--- src/rtl/writeback_arbiter_pkg.sv ---
// Shared types and defaults for the execute-stage write-back arbiter.
// inst_decoded_t is the record carried from the ALU and multiplier paths to the register file.
package writeback_arbiter_pkg;

    localparam int DATA_W            = 32;
    localparam int REG_W             = 5;
    localparam int WB_MUL_FIFO_DEPTH = 2;
    localparam int WB_STARVE_LIMIT   = 4;

    typedef struct packed {
        logic              valid;
        logic              reg_data_ready;
        logic [REG_W-1:0]  dst_reg;
        logic [DATA_W-1:0] reg_data;
    } inst_decoded_t;

    function automatic logic is_candidate(input inst_decoded_t rec);
        return rec.valid & rec.reg_data_ready;
    endfunction

endpackage

--- src/rtl/writeback_arbiter_fifo.sv ---
// Single-clock result buffer for multiplier write-backs; full/empty come from the count.
// Storage is not reset; only pointers and count are.
module wb_result_fifo
    import writeback_arbiter_pkg::*;
#(
    parameter  int DEPTH = 2,
    localparam int PW    = $clog2(DEPTH),
    localparam int CW    = $clog2(DEPTH) + 1
) (
    input  logic          clk,
    input  logic          rst,
    input  logic          push,
    input  inst_decoded_t push_data,
    input  logic          pop,
    output inst_decoded_t head,
    output logic [CW-1:0] count,
    output logic          full,
    output logic          empty
);

    inst_decoded_t mem [DEPTH];
    logic [PW-1:0] wr_ptr;
    logic [PW-1:0] rd_ptr;
    logic          do_push;
    logic          do_pop;

    assign full    = (count == CW'(DEPTH));
    assign empty   = (count == '0);
    assign do_pop  = pop & ~empty;
    // A pop frees the head slot at the same edge, so push-while-full is safe when popping.
    assign do_push = push & (~full | do_pop);
    assign head    = mem[rd_ptr];

    always_ff @(posedge clk) begin
        if (do_push) begin
            mem[wr_ptr] <= push_data;
        end
    end

    always_ff @(posedge clk or negedge rst) begin
        if (!rst) begin
            wr_ptr <= '0;
            rd_ptr <= '0;
            count  <= '0;
        end else begin
            if (do_push) begin
                wr_ptr <= wr_ptr + 1'b1;
            end
            if (do_pop) begin
                rd_ptr <= rd_ptr + 1'b1;
            end
            count <= count + CW'(do_push) - CW'(do_pop);
        end
    end

endmodule

--- src/rtl/writeback_arbiter.sv ---
// Merges ALU/mem results and buffered multiplier results onto the single register-file write port.
// ALU normally wins; a saturating starvation counter bounds how long the multiplier head can wait.
module writeback_arbiter
    import writeback_arbiter_pkg::*;
#(
    parameter  int MUL_FIFO_DEPTH = WB_MUL_FIFO_DEPTH,
    parameter  int STARVE_LIMIT   = WB_STARVE_LIMIT,
    localparam int CW             = $clog2(MUL_FIFO_DEPTH) + 1
) (
    input  logic          clk,
    input  logic          rst,
    input  inst_decoded_t inst_alu_in,
    input  inst_decoded_t inst_mul_in,
    output logic          stall_mul_out,
    output logic          stall_alu_out,
    output inst_decoded_t inst_wb_out,
    output logic [CW-1:0] mul_fifo_count
);

    localparam int SW = $clog2(STARVE_LIMIT + 1);

    function automatic logic [SW-1:0] sat_inc(input logic [SW-1:0] v);
        return (v == SW'(STARVE_LIMIT)) ? v : v + 1'b1;
    endfunction

    logic          alu_cand_p0;
    logic          mul_push_p0;
    logic          head_wins_p0;
    logic          starve_hit_p0;
    logic          win_vld_p0;
    inst_decoded_t win_p0;
    inst_decoded_t head_p0;
    logic          fifo_full;
    logic          fifo_empty;
    logic [SW-1:0] starve_cnt;

    logic          wb_vld_p1;
    logic          wb_rdy_p1;
    inst_decoded_t wb_rec_p1;

    // Stage p0: candidate qualification and arbitration
    assign alu_cand_p0   = is_candidate(inst_alu_in);
    assign stall_mul_out = fifo_full;
    assign mul_push_p0   = is_candidate(inst_mul_in) & ~stall_mul_out;
    assign starve_hit_p0 = (starve_cnt == SW'(STARVE_LIMIT));
    assign head_wins_p0  = ~fifo_empty & (~alu_cand_p0 | starve_hit_p0);
    assign stall_alu_out = alu_cand_p0 & head_wins_p0;
    assign win_vld_p0    = alu_cand_p0 | head_wins_p0;
    assign win_p0        = head_wins_p0 ? head_p0 : inst_alu_in;

    wb_result_fifo #(
        .DEPTH(MUL_FIFO_DEPTH)
    ) u_mul_fifo (
        .clk      (clk),
        .rst      (rst),
        .push     (mul_push_p0),
        .push_data(inst_mul_in),
        .pop      (head_wins_p0),
        .head     (head_p0),
        .count    (mul_fifo_count),
        .full     (fifo_full),
        .empty    (fifo_empty)
    );

    always_ff @(posedge clk or negedge rst) begin
        if (!rst) begin
            starve_cnt <= '0;
            wb_vld_p1  <= 1'b0;
            wb_rdy_p1  <= 1'b0;
        end else begin
            if (head_wins_p0 || fifo_empty) begin
                starve_cnt <= '0;
            end else if (alu_cand_p0) begin
                starve_cnt <= sat_inc(starve_cnt);
            end
            wb_vld_p1 <= win_vld_p0;
            wb_rdy_p1 <= win_vld_p0 & (win_p0.dst_reg != '0);
        end
    end

    // Stage p1: registered write-back record; payload holds when nothing wins
    always_ff @(posedge clk) begin
        if (win_vld_p0) begin
            wb_rec_p1 <= win_p0;
        end
    end

    always_comb begin
        inst_wb_out                = wb_rec_p1;
        inst_wb_out.valid          = wb_vld_p1;
        inst_wb_out.reg_data_ready = wb_rdy_p1;
    end

endmodule

--- config.mk ---
export PLATFORM = sky130hd
export DESIGN_NAME = writeback_arbiter
export DESIGN_NICKNAME = d
export VERILOG_FILES = /design/src/rtl/writeback_arbiter_pkg.sv /design/src/rtl/writeback_arbiter_fifo.sv /design/src/rtl/writeback_arbiter.sv
export SDC_FILE = /design/constraint.sdc
export NUM_CORES = 1
export LEC_CHECK = 0
export ABC_AREA = 1
export ABC_CLOCK_PERIOD_IN_PS = 4270
export BUFFER_PORTS_ARGS = -buffer_cell sky130_fd_sc_hd__buf_2
export CAP_MARGIN = 20
export CORE_ASPECT_RATIO = 0.8
export CORE_UTILIZATION = 50
export DETAILED_ROUTE_END_ITERATION = 8
export PLACE_DENSITY_LB_ADDON = 0.15
export SKIP_CTS_REPAIR_TIMING = 1
export SLEW_MARGIN = 25
export SYNTH_ARGS = -nofsm -noshare
export SYNTH_HDL_FRONTEND = slang
export SYNTH_HIERARCHICAL = 1
export SYNTH_SLANG_ARGS = --single-unit
export TNS_END_PERCENT = 20
--- constraint.sdc ---
create_clock -name clk -period 4.27 [get_ports clk]
set_clock_uncertainty 0.2 [all_clocks]
set_input_delay 0.6405 -clock clk [delete_from_list [all_inputs] [get_ports clk]]
set_output_delay 0.6405 -clock clk [all_outputs]
set_load 0.03 [all_outputs]
==> flow_summary_export.csv, run 1 <==
group,metric,value,unit
run_status,status,"finished clean",
cells_and_area,syn_to_final_growth,26.53,%
min_path,hold_depth,1,
clock_network,insertion_delay,0.40,ns
cells_and_area,final_cell_mix,"nand2_1 (233), buf_2 (122), edfxtp_1 (111)",
worst_setup_path,crit_path_max_fanout,41,
pwr,p_switching,1.721,mW
sta,relSlewSlack,0.4695,
drt,avgRoutedWirePerCell,14.03,microns
worst_setup_path,rrSetupSlack,1.02,ns
logic_synthesis,syn_area_per_cell,11.40,sq um
sta,hold_viol,0,
cells_and_area,final_nets,640,
placement,dp_cells,652,
cells_and_area,stdcell_count,685,
cells_and_area,final_common_cell,"nand2_1",
worst_setup_path,crit_path_max_incr_delay,0.57,ns
cells_and_area,diodes,0,
worst_setup_path,crit_type,"flop to flop",
job,cap_viol_max_count,0,
clock_network,clock-sinks,120,
sta,period_share,0.7616,
global_route,overflow,0,
floorplanning,die_w,112.4,microns
worst_setup_path,crit_slowest_cell,"clkinv_1",
cells_and_area,layout-drive-gt1-share,0.2930,
pwr,peakVddDrop,324.2,uV
pwr,p_sw_frac,0.3556,
worst_setup_path,r2r-end,"u_mul_fifo/mem[0][13]",
drt,highest_layer,"met4",
logic_synthesis,synth_area,4877,sq um
worst_setup_path,worstPathArrival,3.18,ns
drt,postRouteAntennaNets,0,
floorplanning,coreArea,9270,sq um
pwr,powerDensity,784.0,nW/um^2
worst_setup_path,path_buf_inv,5,
worst_setup_path,reg2reg_depth,9,
clock_network,cts_tree,"done",
pwr,total_power,4.838,mW
clock_network,clkTransAtPathRegs,0.05,ns
floorplanning,row_count,31,
placement,gp_congestion,0.7629,
pwr,pwr-share-seq,0.373,
clock_network,numCtsBuffers,17,
pwr,cell_internal_pwr,3.118,mW
floorplanning,fp.dieH,90.34,microns
worst_setup_path,worstReg2RegStart,"u_mul_fifo/count[1]",
clock_network,clockRootBuffer,"clkbuf_16",
sta,setup_viol,0,
clock_network,clock_path_buffers,2,
logic_synthesis,yosys_warnings,6,
worst_setup_path,crit_family,"buffers and inverters",
drt,dr_wl_met2,4554,microns
global_route,grt_max_degree,42,
worst_setup_path,worst_ep_required_time,4.20,ns
worst_setup_path,cp-start-kind,"flop",
drt,dr_wl_met3,678,microns
placement,place_worst_setup_slack,1.024,ns
floorplanning,initial_core_util,0.5261,
pwr,p_leak,2.865,nW
global_route,first_global_vias,3235,
drt,viasPerCell,4.707,
drt,first_pass_iters,4,
drt,wl_met1,4223,microns
worst_setup_path,critPathCaptureType,"flop",
sta,fin_ws,1.018,ns
min_path,hold_path_end,"u_mul_fifo/mem[1][22]",
sta,rsz0062_at_grt,"false",
floorplanning,io_pins,123,
logic_synthesis,syn_nets,511,
global_route,grt_pass1_wl,15640,microns
drt,drt_iter0_markers,200,
cells_and_area,final_core_util,0.6657,
sta,fmax,307.5,MHz
worst_setup_path,cp_cell_sequence,"nor2_1, inv_2, nand2_4, inv_2, inv_1, nand3_1, nand3_1, clkinv_1, buf_4",
min_path,hp-start,"inst_mul_in[22]",
global_route,antenna_found_initial,1,
min_path,hold_path_class,"input pin to flop",
placement,dp_hpwl,5968,microns
sta,drv_slew,0,
clock_network,htree_levels,4,
drt,drcViolationCount,0,
pwr,combPwrFrac,0.313,
floorplanning,dieArea,10160,sq um
drt,via_count,3224,
placement,portBuffers,122,
sta,period_minus_slack,3.252,ns
pwr,clockPowerShare,0.313,
sta,tns,0,ns
logic_synthesis,syn_inst,428,
sta,tightest_slew,0.7957,ns
global_route,track_usage,0.2064,
drt,wl,9608,microns
[area by class of cell]
class | instances | area [sq um]
Multi-Input combinational cell | 262 | 1069
Inverter | 28 | 107.6
Tap cell | 115 | 143.9
Timing Repair Buffer | 128 | 658.1
Clock inverter | 14 | 205.2
Fill cell | 700 | 3099
Sequential cell | 120 | 3558
Clock buffer | 18 | 429.2
[worst max-delay path by stage]
stage	from	cells after the start	slack, ns	endpoint
2_1_floorplan	u_mul_fifo/count[1]	9	0.64	u_mul_fifo/mem[1][0]
3_3_place_gp	inst_alu_in[38]	11	1.11	u_mul_fifo/mem[0][16]
3_5_place_dp	inst_alu_in[38]	11	1.02	u_mul_fifo/mem[0][25]
4_1_cts	u_mul_fifo/count[1]	9	0.99	u_mul_fifo/mem[0][30]
5_1_grt	u_mul_fifo/count[1]	9	0.81	u_mul_fifo/mem[0][30]
6_report	u_mul_fifo/count[1]	9	1.02	u_mul_fifo/mem[0][13]
[layer usage]
layer	global-route usage	up-vias
li1	-	1647
met1	0.2555	1439
met2	0.3359	125
met3	0.06644	13
met4	0.08667	0
met5	0	-
[metrics by stage]
stage / hold slack (ns) / cell area (sq um)
finish: 0.2290 / 6171
global route: 0.2161 / 6171
CTS: -0.1064 / 6161
detailed placement: 0.2640 / 5527
global placement: 0.2514 / 5527
floorplan: 0.1449 / 4877
[power by group through the flow]
stage	clock network, mW	registers (mW)	logic, mW
after floorplan	0	2.21	0.793
after CTS	1.54	1.81	1.53
after global placement	0	1.82	1.50
after detailed placement	0	1.83	1.52
final	1.52	1.81	1.52
after global routing	1.59	1.84	1.68
[state kept, by name, summed over array words and instances (netlist names)]
name / flops
wb_rdy_p1: 1
u_mul_fifo/mem: 74
u_mul_fifo/rd_ptr: 1
inst_wb_out: 37
u_mul_fifo/wr_ptr: 1
wb_vld_p1: 1
starve_cnt: 3
u_mul_fifo/count: 2
(Power assumes the default switching activity.)
==> run 2, diff against run 1 <==
- ABC_CLOCK_PERIOD_IN_PS: 4270 -> 3400
- clock period: 4.27 -> 3.4 ns (I/O delays scaled with it)
==> run 2 against run 1 <==
Effect of this change:
- critical path depth shrank 3
- hold slack worse by 0.13 ns
- sequential cell count unchanged
- largest power group unchanged
- count of clock-buffer cells in the layout grew 4
- cell count is 0.29% higher
- first-iteration DRC count rose by 30%
- power grew 22%
- largest cell class unchanged
- clock power up 12%
- sequential power increased by 24%
- global-route usage fell by 0.36 points
- sequential share of layout area grew 0.50 points
- core utilization is 0.57 points lower
==> flow_summary_export.csv, run 2 (synthesis gave the netlist of run 1 again) <==
group,metric,value,unit
placement,dp_hpwl,5917,microns
worst_setup_path,crit_family,"buffers and inverters",
clock_network,numCtsBuffers,17,
sta,tightest_slew,0.8100,ns
placement,gp_congestion,0.7773,
cells_and_area,final_common_cell,"nand2_1",
cells_and_area,final_nets,642,
run_status,status,"finished clean",
cells_and_area,layout-drive-gt1-share,0.2955,
sta,period_minus_slack,2.738,ns
cells_and_area,syn_to_final_growth,25.45,%
worst_setup_path,crit_path_max_incr_delay,0.42,ns
pwr,p_leak,2.859,nW
drt,postRouteAntennaNets,0,
cells_and_area,final_cell_area,6118,sq um
job,cap_viol_max_count,0,
drt,first_pass_iters,4,
floorplanning,io_pins,123,
sta,relSlewSlack,0.4592,
drt,wl,9247,microns
pwr,total_power,5.885,mW
min_path,hold_path_class,"input pin to flop",
placement,placed_area,5542,sq um
pwr,powerDensity,961.9,nW/um^2
sta,fin_ws,0.6624,ns
worst_setup_path,cp_cell_sequence,"nor2_1, inv_2, nand2_4, buf_4, nor2_1, buf_2",
sta,period_share,0.8052,
global_route,first_global_vias,3189,
floorplanning,die_w,112.4,microns
sta,hold_viol,0,
worst_setup_path,crit_top_cell,"nor2_1",
cells_and_area,final_cell_mix,"nand2_1 (233), buf_2 (122), edfxtp_1 (111)",
worst_setup_path,cp-start-kind,"flop",
sta,tns,0,ns
pwr,p_switching,2.140,mW
global_route,overflow,0,
drt,avgRoutedWirePerCell,13.46,microns
pwr,cell_internal_pwr,3.746,mW
clock_network,clock-sinks,120,
floorplanning,dieArea,10160,sq um
worst_setup_path,crit_path_max_fanout,40,
pwr,pwr-share-seq,0.382,
worst_setup_path,worstPathArrival,2.03,ns
sta,setup_viol,0,
floorplanning,initial_core_util,0.5261,
pwr,peakVddDrop,489.2,uV
floorplanning,fp.dieH,90.34,microns
placement,portBuffers,122,
drt,drt_iter0_markers,260,
clock_network,htree_levels,4,
pwr,p_sw_frac,0.3636,
floorplanning,row_count,31,
placement,place_worst_setup_slack,0.8041,ns
worst_setup_path,critPathCaptureType,"primary output",
clock_network,clockRootBuffer,"clkbuf_16",
clock_network,cts_tree,"done",
floorplanning,coreArea,9270,sq um
worst_setup_path,crit_slowest_cell,"dfrtp_1",
sta,rsz0062_at_grt,"false",
global_route,grt_pass1_wl,15480,microns
pwr,clockPowerShare,0.289,
clock_network,clock_path_buffers,2,
cells_and_area,largest_register,"u_mul_fifo/mem",
worst_setup_path,path_buf_inv,3,
worst_setup_path,crit_type,"flop to primary output",
pwr,combPwrFrac,0.328,
worst_setup_path,worst_ep_required_time,2.69,ns
sta,fmax,365.3,MHz
global_route,antenna_found_initial,0,
drt,viasPerCell,4.670,
global_route,grt_max_degree,41,
cells_and_area,diodes,0,
clock_network,clkTransAtPathRegs,0.06,ns
global_route,track_usage,0.2028,
drt,drcViolationCount,0,
sta,drv_slew,0,
drt,via_count,3208,
clock_network,insertion_delay,0.40,ns
cells_and_area,largest_reg_flops,74,
run 2: cell count changes in the layout (fill, tap and decap cells not counted), sizes merged:
cell	previous run	this run
clkinvlp	3	1
inv	26	27
bufinv	5	2
clkbuf	18	22
buf	127	129
run 2: per-stage QoR:
| step | utilization | hold WS [ns] | std cells |
|---|---|---|---|
| 2_1_floorplan | - | 0.01441 | 428 |
| 3_3_place_gp | 0.5978 | 0.1850 | 654 |
| 3_5_place_dp | 0.5978 | 0.1922 | 654 |
| 4_1_cts | 0.6589 | -0.2323 | 686 |
| 5_1_grt | 0.6600 | 0.08927 | 687 |
| 6_report | 0.6600 | 0.09551 | 687 |
run 2: routing by layer:
metal,wire length [microns],vias up,global-route usage
met2,4378,122,0.3323
li1,-,1646,-
met4,101,0,0.08333
met1,4142,1430,0.2596
met3,624,10,0.05101
met5,0,-,0
run 2: power by group through the flow:
stage	Combinational [mW]	Clock (mW)	Sequential [mW]
CTS	1.95	1.73	2.25
global route	2.16	1.79	2.29
finish	1.93	1.70	2.25
detailed placement	1.95	0	2.28
global placement	1.91	0	2.27
floorplan	0.998	0	2.78
run 2: worst register-to-register path: cells and delay by family, from the launching register on:
| family | cells | cell delay (ns) |
|---|---|---|
| buffers and inverters | 3 | 1.16 |
| DFF | 1 | 0.42 |
| and+or+nand+nor | 2 | 0.53 |
run 2: worst paths after layout:
path / start / depth (start not counted) / endpoint / slack [ns]
setup / recovery: u_mul_fifo/count[1] / 6 / stall_alu_out / 0.66
min in group asynchronous: rst / 2 / starve_cnt[2] / 0.34
max in group asynchronous: rst / 2 / starve_cnt[0] / 2.46
setup reg to reg: u_mul_fifo/count[1] / 5 / inst_wb_out[12] / 0.83
hold / removal: inst_mul_in[17] / 1 / u_mul_fifo/mem[1][17] / 0.1
hold reg to reg: starve_cnt[0] / 1 / starve_cnt[0] / 0.28
run 2: final cells by class:
class                           instances  area [sq um]
Sequential cell                       120          3558
Fill cell                             705          3152
Multi-Input combinational cell        262          1069
Timing Repair Buffer                  130         673.1
Clock buffer                           22         464.2
Tap cell                              115         143.9
Inverter                               28         107.6
Clock inverter                         10         102.6
==> run 3, diff against run 2 <==
- ABC_CLOCK_PERIOD_IN_PS: 3400 -> 2800
- clock period: 3.4 -> 2.8 ns (I/O delays scaled with it)
==> run 3 against run 2 <==
Effect of this change:
- setup slack got worse by 0.45 ns
- hold slack got worse by 0.086 ns
- cell count grew 2.8%
- critical path depth unchanged
- clock power rose by 45%
- design area grew 5.2%
- combinational power increased by 26%
- global-route usage decreased by 0.22 points
- sequential share of layout area fell by 2.9 points
- sequential cell count is the same
- non-clock buffer count is 19 higher
- critical path type unchanged
- critical endpoint unchanged
==> flow_summary_export.csv, run 3 (synthesis gave the netlist of run 1 again) <==
group,metric,value,unit
sta,fmax,386.9,MHz
global_route,antenna_found_initial,0,
cells_and_area,multi_input_area,1071,sq um
sta,setup_viol,0,
min_path,hold_path_class,"input pin to flop",
floorplanning,coreArea,9270,sq um
clock_network,clock-sinks,120,
cells_and_area,largest_reg_flops,74,
global_route,track_usage,0.2006,
floorplanning,fp.dieH,90.34,microns
worst_setup_path,crit_slowest_cell,"dfrtp_1",
sta,rsz0062_at_grt,"false",
drt,drcViolationCount,0,
cells_and_area,final_nets,661,
placement,gp_congestion,0.8674,
worst_setup_path,critPathCaptureType,"primary output",
sta,drv_slew,0,
sta,hold_viol,0,
sta,whs,0.009342,ns
drt,postRouteAntennaNets,0,
cells_and_area,final_cell_mix,"nand2_1 (233), buf_2 (122), edfxtp_1 (111)",
global_route,grt_pass1_wl,15100,microns
drt,first_pass_iters,4,
cells_and_area,largest_register,"u_mul_fifo/mem",
floorplanning,io_pins,123,
floorplanning,row_count,31,
drt,via_count,3342,
cells_and_area,syn_to_final_growth,31.91,%
cells_and_area,seq_area,3558,sq um
floorplanning,die_w,112.4,microns
pwr,total_power,7.608,mW
clock_network,insertion_delay,0.40,ns
worst_setup_path,crit_path_max_fanout,40,
floorplanning,dieArea,10160,sq um
worst_setup_path,crit_type,"flop to primary output",
worst_setup_path,crit_path_max_incr_delay,0.43,ns
drt,avgRoutedWirePerCell,13.84,microns
drt,wl,9773,microns
clock_network,numCtsBuffers,17,
worst_setup_path,worstPathArrival,1.96,ns
sta,period_share,0.9232,
cells_and_area,layout-drive-gt1-share,0.2809,
placement,dp_hpwl,6040,microns
cells_and_area,diodes,0,
global_route,grt_max_degree,41,
floorplanning,initial_core_util,0.5261,
job,cap_viol_max_count,0,
global_route,overflow,0,
clock_network,clockRootBuffer,"clkbuf_16",
clock_network,htree_levels,4,
drt,drt_iter0_markers,214,
pwr,powerDensity,1183,nW/um^2
pwr,peakVddDrop,604.0,uV
cells_and_area,fillers,659,
clock_network,clkTransAtPathRegs,0.05,ns
placement,portBuffers,122,
sta,tightest_slew,0.4462,ns
pwr,p_leak,2.979,nW
run_status,status,"finished clean",
worst_setup_path,cp_cell_sequence,"nor2_2, inv_2, nand2_4, buf_4, nor2_1, buf_2",
drt,viasPerCell,4.734,
sta,tns,0,ns
clock_network,clock_path_buffers,2,
clock_network,cts_tree,"done",
sta,period_minus_slack,2.585,ns
global_route,first_global_vias,3208,
cells_and_area,final_common_cell,"nand2_1",
worst_setup_path,worst_ep_required_time,2.18,ns
worst_setup_path,cp-start-kind,"flop",
sta,relSlewSlack,0.7026,
## run 3: changes by cell type in the layout (fill, tap and decap cells not counted), sizes merged
cell | previous run | this run
inv | 27 | 26
clkinvlp | 1 | 0
dlygate4sd3 | 1 | 19
bufinv | 2 | 7
buf | 129 | 130
clkinv | 8 | 5
## run 3: routing by layer
metal | track usage | vias to the layer above | wire length (microns)
met5 | 0 | - | 0
met4 | 0.1189 | 0 | 138
met3 | 0.06309 | 12 | 616
met2 | 0.3100 | 133 | 4750
met1 | 0.2497 | 1509 | 4267
li1 | - | 1688 | -
## run 3: power breakdown
part           switching, mW  internal, mW  total, mW
Clock                  0.717          1.75       2.47
Combinational           1.78         0.654       2.44
Sequential             0.118          2.59       2.70
## run 3: metrics by stage
step                worst slack (ns)  area (sq um)  utilization  cells
detailed placement            0.4649          5574       0.6013    655
CTS                          0.07498          6241       0.6732    687
global placement              0.5504          5574       0.6013    655
floorplan                    0.01179          4885            -    428
finish                        0.2152          6434       0.6940    706
global route                 0.07314          6434       0.6940    706
## run 3: path summary, 6_finish.rpt
| check | to | depth (start not counted) | start | slack (ns) |
|---|---|---|---|---|
| setup / recovery | stall_alu_out | 6 | u_mul_fifo/count[1] | 0.22 |
| max in group asynchronous | u_mul_fifo/wr_ptr | 2 | rst | 2.01 |
| setup reg to reg | u_mul_fifo/mem[1][13] | 11 | starve_cnt[0] | 0.47 |
| hold reg to reg | starve_cnt[0] | 1 | starve_cnt[0] | 0.29 |
| min in group asynchronous | starve_cnt[2] | 2 | rst | 0.21 |
| hold / removal | u_mul_fifo/mem[1][17] | 1 | inst_mul_in[17] | 0.009 |
## run 3: final cells by class
class / count / share of cell area
Multi-Input combinational cell: 262 / 0.1665
Timing Repair Buffer: 149 / 0.1377
Inverter: 28 / 0.01672
Clock inverter: 10 / 0.03462
Clock buffer: 22 / 0.06904
Sequential cell: 120 / 0.5531
Tap cell: 115 / 0.02236
## run 3: worst max-delay path, delay by kind of cell (launching register included)
kind / cells / cell delay [ns]
buf+inv: 3 / 0.70
simple gates: 3 / 0.44
flops: 1 / 0.43
